<file path="src/rtl/rr_arb_pkg.sv">
// Shared constants and FSM state type for the 16-client round-robin arbiter.
package rr_arb_pkg;

    localparam int unsigned N_CLIENTS = 16;
    localparam int unsigned IDX_W     = 4;

    typedef enum logic [1:0] {
        S_IDLE  = 2'd0,
        S_GRANT = 2'd1,
        S_GAP   = 2'd2
    } state_t;

endpackage

</file>
<file path="src/rtl/dec_4x16.sv">
// 4-to-16 binary-to-one-hot decoder.
module dec_4x16 (
    input  logic [3:0]  sel,
    output logic [15:0] dec
);

    always_comb begin
        dec      = '0;
        dec[sel] = 1'b1;
    end

endmodule

</file>
<file path="src/rtl/rr_arb_16.sv">
// Round-robin arbiter for 16 clients with hold timeout and a one-cycle
// turnaround gap between grants.
module rr_arb_16
    import rr_arb_pkg::*;
#(
    parameter int unsigned MAX_HOLD = 8,
    parameter int unsigned HOLD_W   = 8
) (
    input  logic                 clk,
    input  logic                 rst,
    input  logic [N_CLIENTS-1:0] req,
    input  logic                 done,
    output logic                 grant_vld,
    output logic [IDX_W-1:0]     grant_idx,
    output logic [N_CLIENTS-1:0] grant_oh,
    output logic                 timeout
);

    localparam logic [HOLD_W-1:0] HOLD_LIMIT = HOLD_W'(MAX_HOLD);

    state_t              state, state_n;
    logic [IDX_W-1:0]    ptr, ptr_n;
    logic [IDX_W-1:0]    grant_idx_n;
    logic                grant_vld_n;
    logic [HOLD_W-1:0]   hold_cnt, hold_cnt_n;
    logic                timeout_n;
    logic [IDX_W-1:0]    sel_idx;
    logic [N_CLIENTS-1:0] dec_oh;

    // First set bit scanning upward from start, wrapping modulo 16.
    function automatic logic [IDX_W-1:0] rr_pick(input logic [N_CLIENTS-1:0] r,
                                                 input logic [IDX_W-1:0] start);
        logic [IDX_W-1:0] cand;
        logic             found;
        rr_pick = start;
        found   = 1'b0;
        for (int unsigned i = 0; i < N_CLIENTS; i++) begin
            cand = start + i[IDX_W-1:0];
            if (!found && r[cand]) begin
                rr_pick = cand;
                found   = 1'b1;
            end
        end
    endfunction

    assign sel_idx = rr_pick(req, ptr);

    always_comb begin
        state_n     = state;
        ptr_n       = ptr;
        grant_idx_n = grant_idx;
        grant_vld_n = grant_vld;
        hold_cnt_n  = hold_cnt;
        timeout_n   = 1'b0;
        unique case (state)
            S_IDLE: begin
                if (|req) begin
                    state_n     = S_GRANT;
                    grant_idx_n = sel_idx;
                    grant_vld_n = 1'b1;
                    hold_cnt_n  = HOLD_W'(1);
                end
            end
            S_GRANT: begin
                if (done || !req[grant_idx] || hold_cnt == HOLD_LIMIT) begin
                    state_n     = S_GAP;
                    grant_vld_n = 1'b0;
                    ptr_n       = grant_idx + IDX_W'(1);
                    hold_cnt_n  = '0;
                    // Only flag timeout when neither done nor withdrawal caused the release.
                    timeout_n   = !done && req[grant_idx];
                end else begin
                    hold_cnt_n  = hold_cnt + HOLD_W'(1);
                end
            end
            S_GAP: begin
                state_n = S_IDLE;
            end
            default: begin
                state_n     = S_IDLE;
                grant_vld_n = 1'b0;
                hold_cnt_n  = '0;
            end
        endcase
    end

    always_ff @(posedge clk) begin
        if (rst) begin
            state     <= S_IDLE;
            ptr       <= '0;
            grant_idx <= '0;
            grant_vld <= 1'b0;
            hold_cnt  <= '0;
            timeout   <= 1'b0;
        end else begin
            state     <= state_n;
            ptr       <= ptr_n;
            grant_idx <= grant_idx_n;
            grant_vld <= grant_vld_n;
            hold_cnt  <= hold_cnt_n;
            timeout   <= timeout_n;
        end
    end

    dec_4x16 u_dec (
        .sel (grant_idx),
        .dec (dec_oh)
    );

    assign grant_oh = grant_vld ? dec_oh : '0;

endmodule

</file>
<file path="config.mk">
export PLATFORM = sky130hd
export DESIGN_NAME = rr_arb_16
export DESIGN_NICKNAME = d
export VERILOG_FILES = /design/src/rtl/rr_arb_pkg.sv /design/src/rtl/dec_4x16.sv /design/src/rtl/rr_arb_16.sv
export SDC_FILE = /design/constraint.sdc
export NUM_CORES = 1
export LEC_CHECK = 0
export BUFFER_PORTS_ARGS = -buffer_cell sky130_fd_sc_hd__buf_2
export CORE_MARGIN = 2
export CORE_UTILIZATION = 53
export CTS_BUF_LIST = sky130_fd_sc_hd__clkbuf_4
export CTS_CLUSTER_DIAMETER = 40
export DETAILED_ROUTE_END_ITERATION = 6
export GPL_TIMING_DRIVEN = 0
export PLACE_DENSITY = 0.73
export SLEW_MARGIN = 25
export SYNTH_ARGS = -nofsm -noshare
export SYNTH_HDL_FRONTEND = slang
export SYNTH_SLANG_ARGS = --single-unit
export TNS_END_PERCENT = 5
</file>
<file path="constraint.sdc">
create_clock -name clk -period 5 [get_ports clk]
set_input_delay 0.5 -clock clk [delete_from_list [all_inputs] [get_ports clk]]
set_output_delay 0.5 -clock clk [all_outputs]
set_load 0.005 [all_outputs]
</file>
Yosys cells after proc, flatten, opt, wreduce, memory -nomap -nowiden
Index checks and enable logic that the tools add are counted.
{"block": "op_classes", "n_eq_ne": 5, "add_sub_neg": 17, "n_bitwise": 3, "muxes": 76, "order_cmp": 18, "n_reduce_logical": 44}
{"op": "less-than comparator 4 x 5 -> 1 bit, second input constant", "count": 17}
{"op": "binary-select mux 1 bit (select 4 bit)", "count": 17}
{"op": "two-way mux 4 bit", "count": 15}
{"op": "two-way mux 1 bit", "count": 35}
{"op": "adder 4 bit, second input constant", "count": 8}
{"op": "one-hot mux 8 bit (3 select lines)", "count": 1}
{"op": "logical AND 1 bit", "count": 17}
{"op": "logical NOT 1 bit", "count": 17}
{"op": "adder 4 x 3 -> 4 bit, second input constant", "count": 4}
{"op": "two-way mux 16 bit", "count": 1}
{"op": "two-way mux 8 bit", "count": 2}
{"op": "OR reduction 16 bit", "count": 1}
{"op": "adder 4 x 1 -> 4 bit, second input constant", "count": 2}
{"op": "adder 4 x 2 -> 4 bit, second input constant", "count": 2}
{"op": "adder 8 x 1 -> 8 bit, second input constant", "count": 1}
{"op": "equality test 8 x 4 -> 1 bit, second input constant", "count": 1}
{"op": "AND reduction 2 bit", "count": 4}
{"op": "demux 1 bit (select 4 bit)", "count": 1}
{"op": "greater-or-equal comparator 4 x 1 -> 1 bit, second input constant", "count": 1}
{"op": "two-way mux 2 bit", "count": 2}
{"op": "inequality test 2 bit, second input constant", "count": 2}
{"op": "one-hot mux 2 bit (2 select lines)", "count": 1}
{"op": "inverter 1 bit", "count": 3}
{"op": "one-hot mux 1 bit (3 select lines)", "count": 1}
{"op": "other kinds (6)", "count": 7}
{"block": "totals", "out_inout_bits": 22, "word_cells": 169, "ff_bits": 20}

Longest topological paths before layout
Gate-level depths: netlist of the first run.
{"block": "depth", "word_depth": 48, "depth_mapped": 16, "depth_no_buf": 10}

Cells and area by module
A second synthesis of the first run with hierarchy kept.
{"block": "hier_totals", "cells_unflattened": 453, "hier_area_um2": 4006.3}
{"mod": "rr_arb_16", "seq_area_each_um2": 400.4, "area_per_inst_um2": 3779.9, "instances": 1, "cells_per_inst": 433}
{"mod": "dec_4x16", "seq_area_each_um2": 0.0, "area_per_inst_um2": 226.5, "instances": 1, "cells_per_inst": 20}

Worst setup path before layout of the first run
Ideal clock, no wire load.
{"block": "synth_path", "path_type": "register to register", "start": "register ptr[1]", "end": "register grant_idx[3]", "required_time_ns": 4.875, "period_less_slack_ns": 4.418, "t_arrival_ns": 4.294, "path_slack_ns": 0.582, "setup_time_ns": 0.125, "path_stages_with_launch": 16, "n_path_buf": 5, "cell_sequence": "dfxtp_1 > clkbuf_1 > inv_1 > clkbuf_1 > ha_1 > buf_6 > buf_2 > mux4_1 > mux2i_1 > mux2i_2 > or4_4 > buf_6 > or4_4 > or4_4 > o211ai_2 > a21oi_2"}
{"block": "synth_via", "elab_chain_len": 48}
{"element": "start: declaration", "line_no": "rr_arb_16.sv:22", "text": "logic [IDX_W-1:0] ptr, ptr_n;"}
{"element": "start signal: assignment", "line_no": "rr_arb_16.sv:97", "text": "ptr <= ptr_n;"}
{"element": "branches (longest 47 deep; another with adder 4 x 1 -> 4 bit)"}
{"element": "two-way mux 4 bit (*)", "line_no": "rr_arb_16.sv:39", "text": "if (!found && r[cand]) begin"}
{"element": "end signal: assignment", "line_no": "rr_arb_16.sv:98", "text": "grant_idx <= grant_idx_n;"}
{"element": "end: declaration", "line_no": "rr_arb_16.sv:14", "text": "output logic [IDX_W-1:0] grant_idx,"}
Mark *: on every way between the ends. The select of a mux whose other input is x is not followed.
A chain may end at the register's enable or synchronous reset.

Worst setup path after layout of the first run
{"block": "layout_path", "start": "register ptr[1]", "end": "register grant_idx[0]"}
Same word-level chain as after synthesis.

==> impl_metrics.env, run 1 <==
export IMPL_vdd_drop_max_uv=432
export IMPL_antenna_found_initial=0
export IMPL_cts_root_buf="clkbuf_4"
export IMPL_fin_skew_ns=0.00410
export IMPL_first_global_vias=3390
export IMPL_clk_pin_slew_ns=0.12
export IMPL_dpl_hpwl_um=8640
export IMPL_ys_flop_type="dfxtp_1"
export IMPL_vias=3706
export IMPL_async_flop_share_pct=0
export IMPL_antennaDiodeCount=0
export IMPL_cap_violations=0
export IMPL_io_buffer_count=40
export IMPL_leakage_nw=1.55
export IMPL_core_mm2=0.00672
export IMPL_ys_seq_elements=20
export IMPL_syn_area_mm2=0.00364
export IMPL_syn_avg_cell_area_um2=8.76
export IMPL_ys_seq_area_share_pct=11.0
export IMPL_slew_limit_headroom_pct=32.6
export IMPL_fp_dieH_um=86.9
export IMPL_p_total_mw=2.37
export IMPL_clock_sinks=20
export IMPL_required_ns=5.21
export IMPL_final_common_cell="buf_2"
export IMPL_start_kind="flop"
export IMPL_fin_nets=496
export IMPL_fin_util_pct=60.6
export IMPL_fin_crit_sh_pct=96.1
export IMPL_rr_worst_depth=14
export IMPL_dieWidth_um=86.9
export IMPL_powerDensity_mw_per_mm2=582
export IMPL_drive_above_1_share_pct=27.0
export IMPL_slew_viol_final=0
export IMPL_grt_overflow=0
export IMPL_worst_pin_slew_ns=1.01
export IMPL_routed_wl_um=11100
export IMPL_critPathKind="flop to flop"
export IMPL_hold_class="input port to flop"
export IMPL_drtIter0Drc=402
export IMPL_worstHoldStart="done"
export IMPL_avgViaCountPerCell=6.83
export IMPL_place_gp_congestion=0.955
export IMPL_status="finished, violations left"
export IMPL_arrival_ns=5.01
export IMPL_multi_input_area_mm2=0.00308
export IMPL_grt_pass1_wl_um=17700
export IMPL_ctsHoldBuffers=0
export IMPL_htree_levels=1
export IMPL_cts_tree="done"
export IMPL_drc=5
export IMPL_synth_edff_count=0
export IMPL_fin_crit_ns=4.80
export IMPL_final_antenna_net_count=0
export IMPL_startpoint="ptr[1]"
export IMPL_cts_buffers=3
export IMPL_r2r_start="ptr[1]"
export IMPL_synth_nets=448
export IMPL_endpoint_kind="flop"
export IMPL_grt_start_max_net_pins=15
export IMPL_hold_viol_final=0
export IMPL_setup_viol=0
export IMPL_ys_types=76
export IMPL_dieArea_mm2=0.00756
export IMPL_io_pins=41
export IMPL_dr_pass1_iters=7
export IMPL_violations="DRC"
export IMPL_fp_row_count=30
export IMPL_clockBufferDepth=2
export IMPL_track_usage_pct=29.9
export IMPL_rrSetupSlack_ns=0.20
export IMPL_regArea_um2=400
export IMPL_mostFrequentLayoutCells="45 x buf_2, 39 x nor2_1, 34 x nand2_1, 28 x mux2i_1, 23 x and2_1"
export IMPL_worstSetupEndpoint="grant_idx[0]"
export IMPL_r2r_end="grant_idx[0]"
export IMPL_ys_warn_count=0
export IMPL_clk_latency_ns=0.31
export IMPL_fill_cells=610
export IMPL_areaGrowthSynthToFinish_pct=11.6
export IMPL_synth_cells=416
export IMPL_post_drt_wl_per_cell_um=20.5
export IMPL_crit_fanout=10
export IMPL_min_path_cells=3
export IMPL_fmax_mhz=208
export IMPL_start_util_pct=54.2
worst max-delay path: stages, from the launching register on:
cell	delay, ns
dfxtp_1	0.51
buf_2	0.34
clkinvlp_4	0.21
ha_1	0.36
buf_6	0.17
buf_2	0.28
mux4_1	0.40
mux2i_2	0.28
mux2i_2	0.22
or4_4	0.53
buf_6	0.15
or4_4	0.52
nor2_1	0.24
a2111oi_0	0.19
a221o_1	0.29
metrics by stage:
| stage | instance area [µm²] | TNS, ns | cells | hold slack [ns] | setup WS (ns) |
|---|---|---|---|---|---|
| floorplan | 3640 | 0 | 416 | 0.480 | 0.582 |
| global placement | 3950 | -0.967 | 536 | 0.506 | -0.320 |
| detailed placement | 3950 | -1.20 | 536 | 0.521 | -0.393 |
| CTS | 4010 | 0 | 539 | 0.485 | 0.00488 |
| global route | 4070 | -0.00246 | 543 | 0.519 | -0.00246 |
| finish | 4070 | 0 | 543 | 0.498 | 0.197 |
flip-flops by register name, indices dropped and copies added (netlist names):
signal,count
timeout,1
grant_idx,4
grant_vld,1
state,2
hold_cnt,8
ptr,4
where the power goes:
group	switching, mW	leakage [nW]	total, mW	internal, mW
Combinational	1.16	1.36	2.00	0.840
Clock	0.0545	0.0279	0.136	0.0810
Sequential	0.0429	0.164	0.236	0.193
worst min-delay path by stage:
stage / to / slack (ns)
3_3_place_gp: hold_cnt[7] / 0.51
3_5_place_dp: grant_vld / 0.52
6_report: timeout / 0.50
2_1_floorplan: hold_cnt[7] / 0.48
5_1_grt: timeout / 0.52
4_1_cts: timeout / 0.49
logic make-up after synthesis:
kind of cell             count (synthesis)  share of synthesized area, %
AO/OA/AOI/OAI                           91                          18.0
XOR/XNOR                                20                          4.81
adder cells (fa/ha/maj)                 13                          4.46
buffers and inverters                   36                          5.32
flip-flops                              20                          11.0
multiplexers                            83                          34.8
AND/OR/NAND/NOR                        153                          21.6
synthesized netlist by cell type (5+ instances only):
master	instances	area, µm²
dfxtp_1	20	400
clkbuf_1	10	37.5
mux4_1	8	210
mux2_2	19	214
xnor2_1	9	78.8
buf_6	6	67.6
nand2b_1	5	31.3
mux2i_1	32	320
nor4_1	7	43.8
nor2_1	39	146
a221oi_1	5	43.8
nand2_1	34	128
nor2b_1	7	43.8
o21ai_0	11	55.1
and2_1	23	144
a21oi_1	18	90.1
ha_1	13	163
xor2_1	11	96.3
nand3_1	13	65.1
mux4_2	22	495
inv_1	10	37.5
what timing repair did:
action | CTS | global route
buffers inserted | 0 | 5
gates resized for setup | 3 | 8
setup endpoints to repair | 4 | 4
gates cloned | 0 | 0
hold endpoints to repair | 0 | 0
final cells by class:
type,count,area share [%]
Clock buffer,3,0.554
Inverter,12,1.29
Clock inverter,1,0.738
Buffer,22,3.51
Timing Repair Buffer,45,5.84
Multi-Input combinational cell,360,75.8
Tap cell,80,2.46
Sequential cell,20,9.84
per-layer routing:
layer	vias to the layer above	GRT usage (%)	share of wire [%]
met2	230	47.3	46
met1	1756	41.7	42
met4	0	9.52	3.1
met3	29	4.93	8.6
li1	1691	-	-
met5	-	0	0
Note: power is estimated with default switching activity, not from simulation.
==> run 2: changes to the inputs <==
--- a/config.mk
+++ b/config.mk
@@ -6,13 +6,14 @@
 export NUM_CORES = 1
 export LEC_CHECK = 0
 export BUFFER_PORTS_ARGS = -buffer_cell sky130_fd_sc_hd__buf_2
+export CORE_ASPECT_RATIO = 0.7
 export CORE_MARGIN = 2
 export CORE_UTILIZATION = 53
 export CTS_BUF_LIST = sky130_fd_sc_hd__clkbuf_4
 export CTS_CLUSTER_DIAMETER = 40
 export DETAILED_ROUTE_END_ITERATION = 6
 export GPL_TIMING_DRIVEN = 0
-export PLACE_DENSITY = 0.73
+export PLACE_DENSITY = 0.76
 export SLEW_MARGIN = 25
 export SYNTH_ARGS = -nofsm -noshare
 export SYNTH_HDL_FRONTEND = slang
==> constraint.sdc (replaced) <==
create_clock -name clk -period 4.4 [get_ports clk]
set_input_delay 0.44 -clock clk [delete_from_list [all_inputs] [get_ports clk]]
set_output_delay 0.44 -clock clk [all_outputs]
set_load 0.005 [all_outputs]
==> impl_metrics.env, run 2 (same netlist as run 1, synthesis figures left out) <==
export IMPL_regMostFlops="hold_cnt"
export IMPL_grt_pass1_wl_um=18300
export IMPL_endpoint_kind="flop"
export IMPL_fin_crit_ns=4.32
export IMPL_final_antenna_net_count=0
export IMPL_vdd_drop_max_uv=329
export IMPL_crit_fanout=10
export IMPL_crit_chain="buf_6 -> buf_12 -> buf_6 -> clkinvlp_4 -> ha_4 -> buf_6 -> buf_8 -> mux4_2 -> mux2i_4 -> mux2i_4 -> or4_4 -> buf_6 -> or4_4 -> or4_4 -> o211ai_2 -> a21oi_2"
export IMPL_place_area_mm2=0.00396
export IMPL_post_drt_wl_per_cell_um=21.1
export IMPL_fmax_mhz=232
export IMPL_start_kind="flop"
export IMPL_fin_skew_ns=0.00174
export IMPL_slew_limit_headroom_pct=39.0
export IMPL_tns_ns=0
export IMPL_fin_cells=565
export IMPL_worst_path_buf_inv=7
export IMPL_vias=3803
export IMPL_critPathKind="flop to flop"
export IMPL_slew_viol_final=0
export IMPL_hold_path_end="timeout"
export IMPL_dieArea_mm2=0.00757
export IMPL_place_gp_congestion=0.991
export IMPL_final_common_cell="buf_2"
export IMPL_dieWidth_um=103
export IMPL_fill_cells=585
export IMPL_r2r_end="grant_idx[3]"
export IMPL_avgViaCountPerCell=6.73
export IMPL_fin_nets=504
export IMPL_cp_depth=16
export IMPL_fp_row_count=25
export IMPL_fp_dieH_um=73.4
export IMPL_hold_viol_final=0
export IMPL_cts_root_buf="clkbuf_4"
export IMPL_cts_tree="done"
export IMPL_worstHoldStart="done"
export IMPL_worst_path_max_delay_cell="or4_4"
export IMPL_place_inst=550
export IMPL_start_util_pct=54.4
export IMPL_status="finished clean"
export IMPL_fin_crit_sh_pct=98.2
export IMPL_routed_wl_um=11900
export IMPL_min_path_cells=3
export IMPL_clk_pin_slew_ns=0.12
export IMPL_worst_pin_slew_ns=0.914
export IMPL_grt_start_max_net_pins=14
export IMPL_drive_above_1_share_pct=31.0
export IMPL_drc=0
export IMPL_clock_sinks=20
export IMPL_htree_levels=1
export IMPL_timing_final_ws_setup_ns=0.0804
export IMPL_drtIter0Drc=314
export IMPL_io_buffer_count=40
export IMPL_fin_hold_ws_ns=0.416
export IMPL_dpl_hpwl_um=8860
export IMPL_antennaDiodeCount=0
export IMPL_antenna_found_initial=0
export IMPL_first_global_vias=3340
export IMPL_cpPeakStageDelay_ns=0.53
export IMPL_hold_class="input port to flop"
export IMPL_arrival_ns=4.53
export IMPL_mostFrequentLayoutCells="43 x buf_2, 38 x nor2_1, 34 x nand2_1, 26 x mux2i_1, 26 x mux4_2"
export IMPL_leakage_nw=1.59
export IMPL_ctsHoldBuffers=0
export IMPL_r2r_start="ptr[0]"
export IMPL_cpLargestDelayFamily="simple AND/OR/NAND/NOR gates"
export IMPL_clk_latency_ns=0.31
export IMPL_cap_violations=0
export IMPL_setup_viol=0
export IMPL_rrSetupSlack_ns=0.08
export IMPL_required_ns=4.61
export IMPL_rr_worst_depth=16
export IMPL_pre_cts_ws_ns=-0.795
export IMPL_largest_reg_flops=8
export IMPL_track_usage_pct=31.8
export IMPL_powerDensity_mw_per_mm2=691
export IMPL_dr_pass1_iters=5
export IMPL_core_mm2=0.00669
export IMPL_grt_overflow=0
export IMPL_clockBufferDepth=2
export IMPL_final_area_mm2=0.00424
export IMPL_io_pins=41
export IMPL_largest_registers="hold_cnt (8), grant_idx (4), ptr (4)"
export IMPL_areaGrowthSynthToFinish_pct=16.4
export IMPL_path_common_cell="buf_6"
export IMPL_cts_buffers=3
[run 2: cell count changes in the layout (fill, tap and decap cells not counted), moves of 2 or more]
cell,previous run,this run
clkinv_2,0,2
mux2i_2,5,3
mux2i_4,0,4
mux4_1,8,4
buf_4,6,13
mux4_2,22,26
mux2i_1,28,26
ha_1,13,11
buf_2,45,43
[run 2: stage by stage]
stage | power [mW] | utilization [%]
6_report | 2.93 | 63.4
5_1_grt | 3.11 | 63.4
4_1_cts | 2.72 | 61.1
3_5_place_dp | 2.44 | 59.2
3_3_place_gp | 2.41 | 59.2
2_1_floorplan | 1.91 | -
[run 2: routing by layer]
metal	vias to the layer above	track usage, %	part of all wire, %
li1	1705	-	-
met1	1822	51.0	45
met2	262	44.4	42
met3	14	7.71	12
met4	0	2.78	0.66
met5	-	0	0
[run 2: worst max path at each step]
stage | end | start | slack (ns)
after floorplan | grant_idx[3] | ptr[1] | 0.13
after global placement | grant_idx[0] | ptr[1] | -0.75
after detailed placement | grant_idx[1] | ptr[1] | -0.79
after CTS | grant_idx[3] | ptr[0] | 0.008
after global routing | grant_idx[0] | ptr[2] | -0.03
final | grant_idx[3] | ptr[0] | 0.08
[run 2: worst reg2reg max path, cell delays in order, from the launching register on]
cell and delay, ns:
dfxtp_1 0.37, buf_6 0.15, buf_12 0.15, buf_6 0.17
clkinvlp_4 0.15, ha_4 0.30, buf_6 0.16, buf_8 0.16
mux4_2 0.38, mux2i_4 0.27, mux2i_4 0.12, or4_4 0.51
buf_6 0.16, or4_4 0.53, or4_4 0.50, o211ai_2 0.09
a21oi_2 0.05
[run 2: power breakdown]
group | internal, mW | total, mW | leakage (nW) | switching, mW
clock network | 0.0921 | 0.154 | 0.0279 | 0.0617
logic | 1.08 | 2.51 | 1.40 | 1.43
registers | 0.219 | 0.268 | 0.164 | 0.0486
[run 2: cell type report]
class                   instances  area [µm²]  share of cell area (%)
multi-input cells             360        3150                    74.3
flip-flops and latches         20         400                    9.44
repair buffers                 53         298                    7.02
plain buffers                  22         165                    3.89
well taps                      94         118                    2.77
inverters                      12        55.1                    1.30
clock inverters                 1        30.0                   0.708
clock buffers                   3        22.5                   0.531
[run 2: repair_timing]
action | CTS | global route
pin swaps | 0 | 0
endpoints found under the setup margin | 4 | 4
resized for setup | 20 | 14
setup buffers | 2 | 11
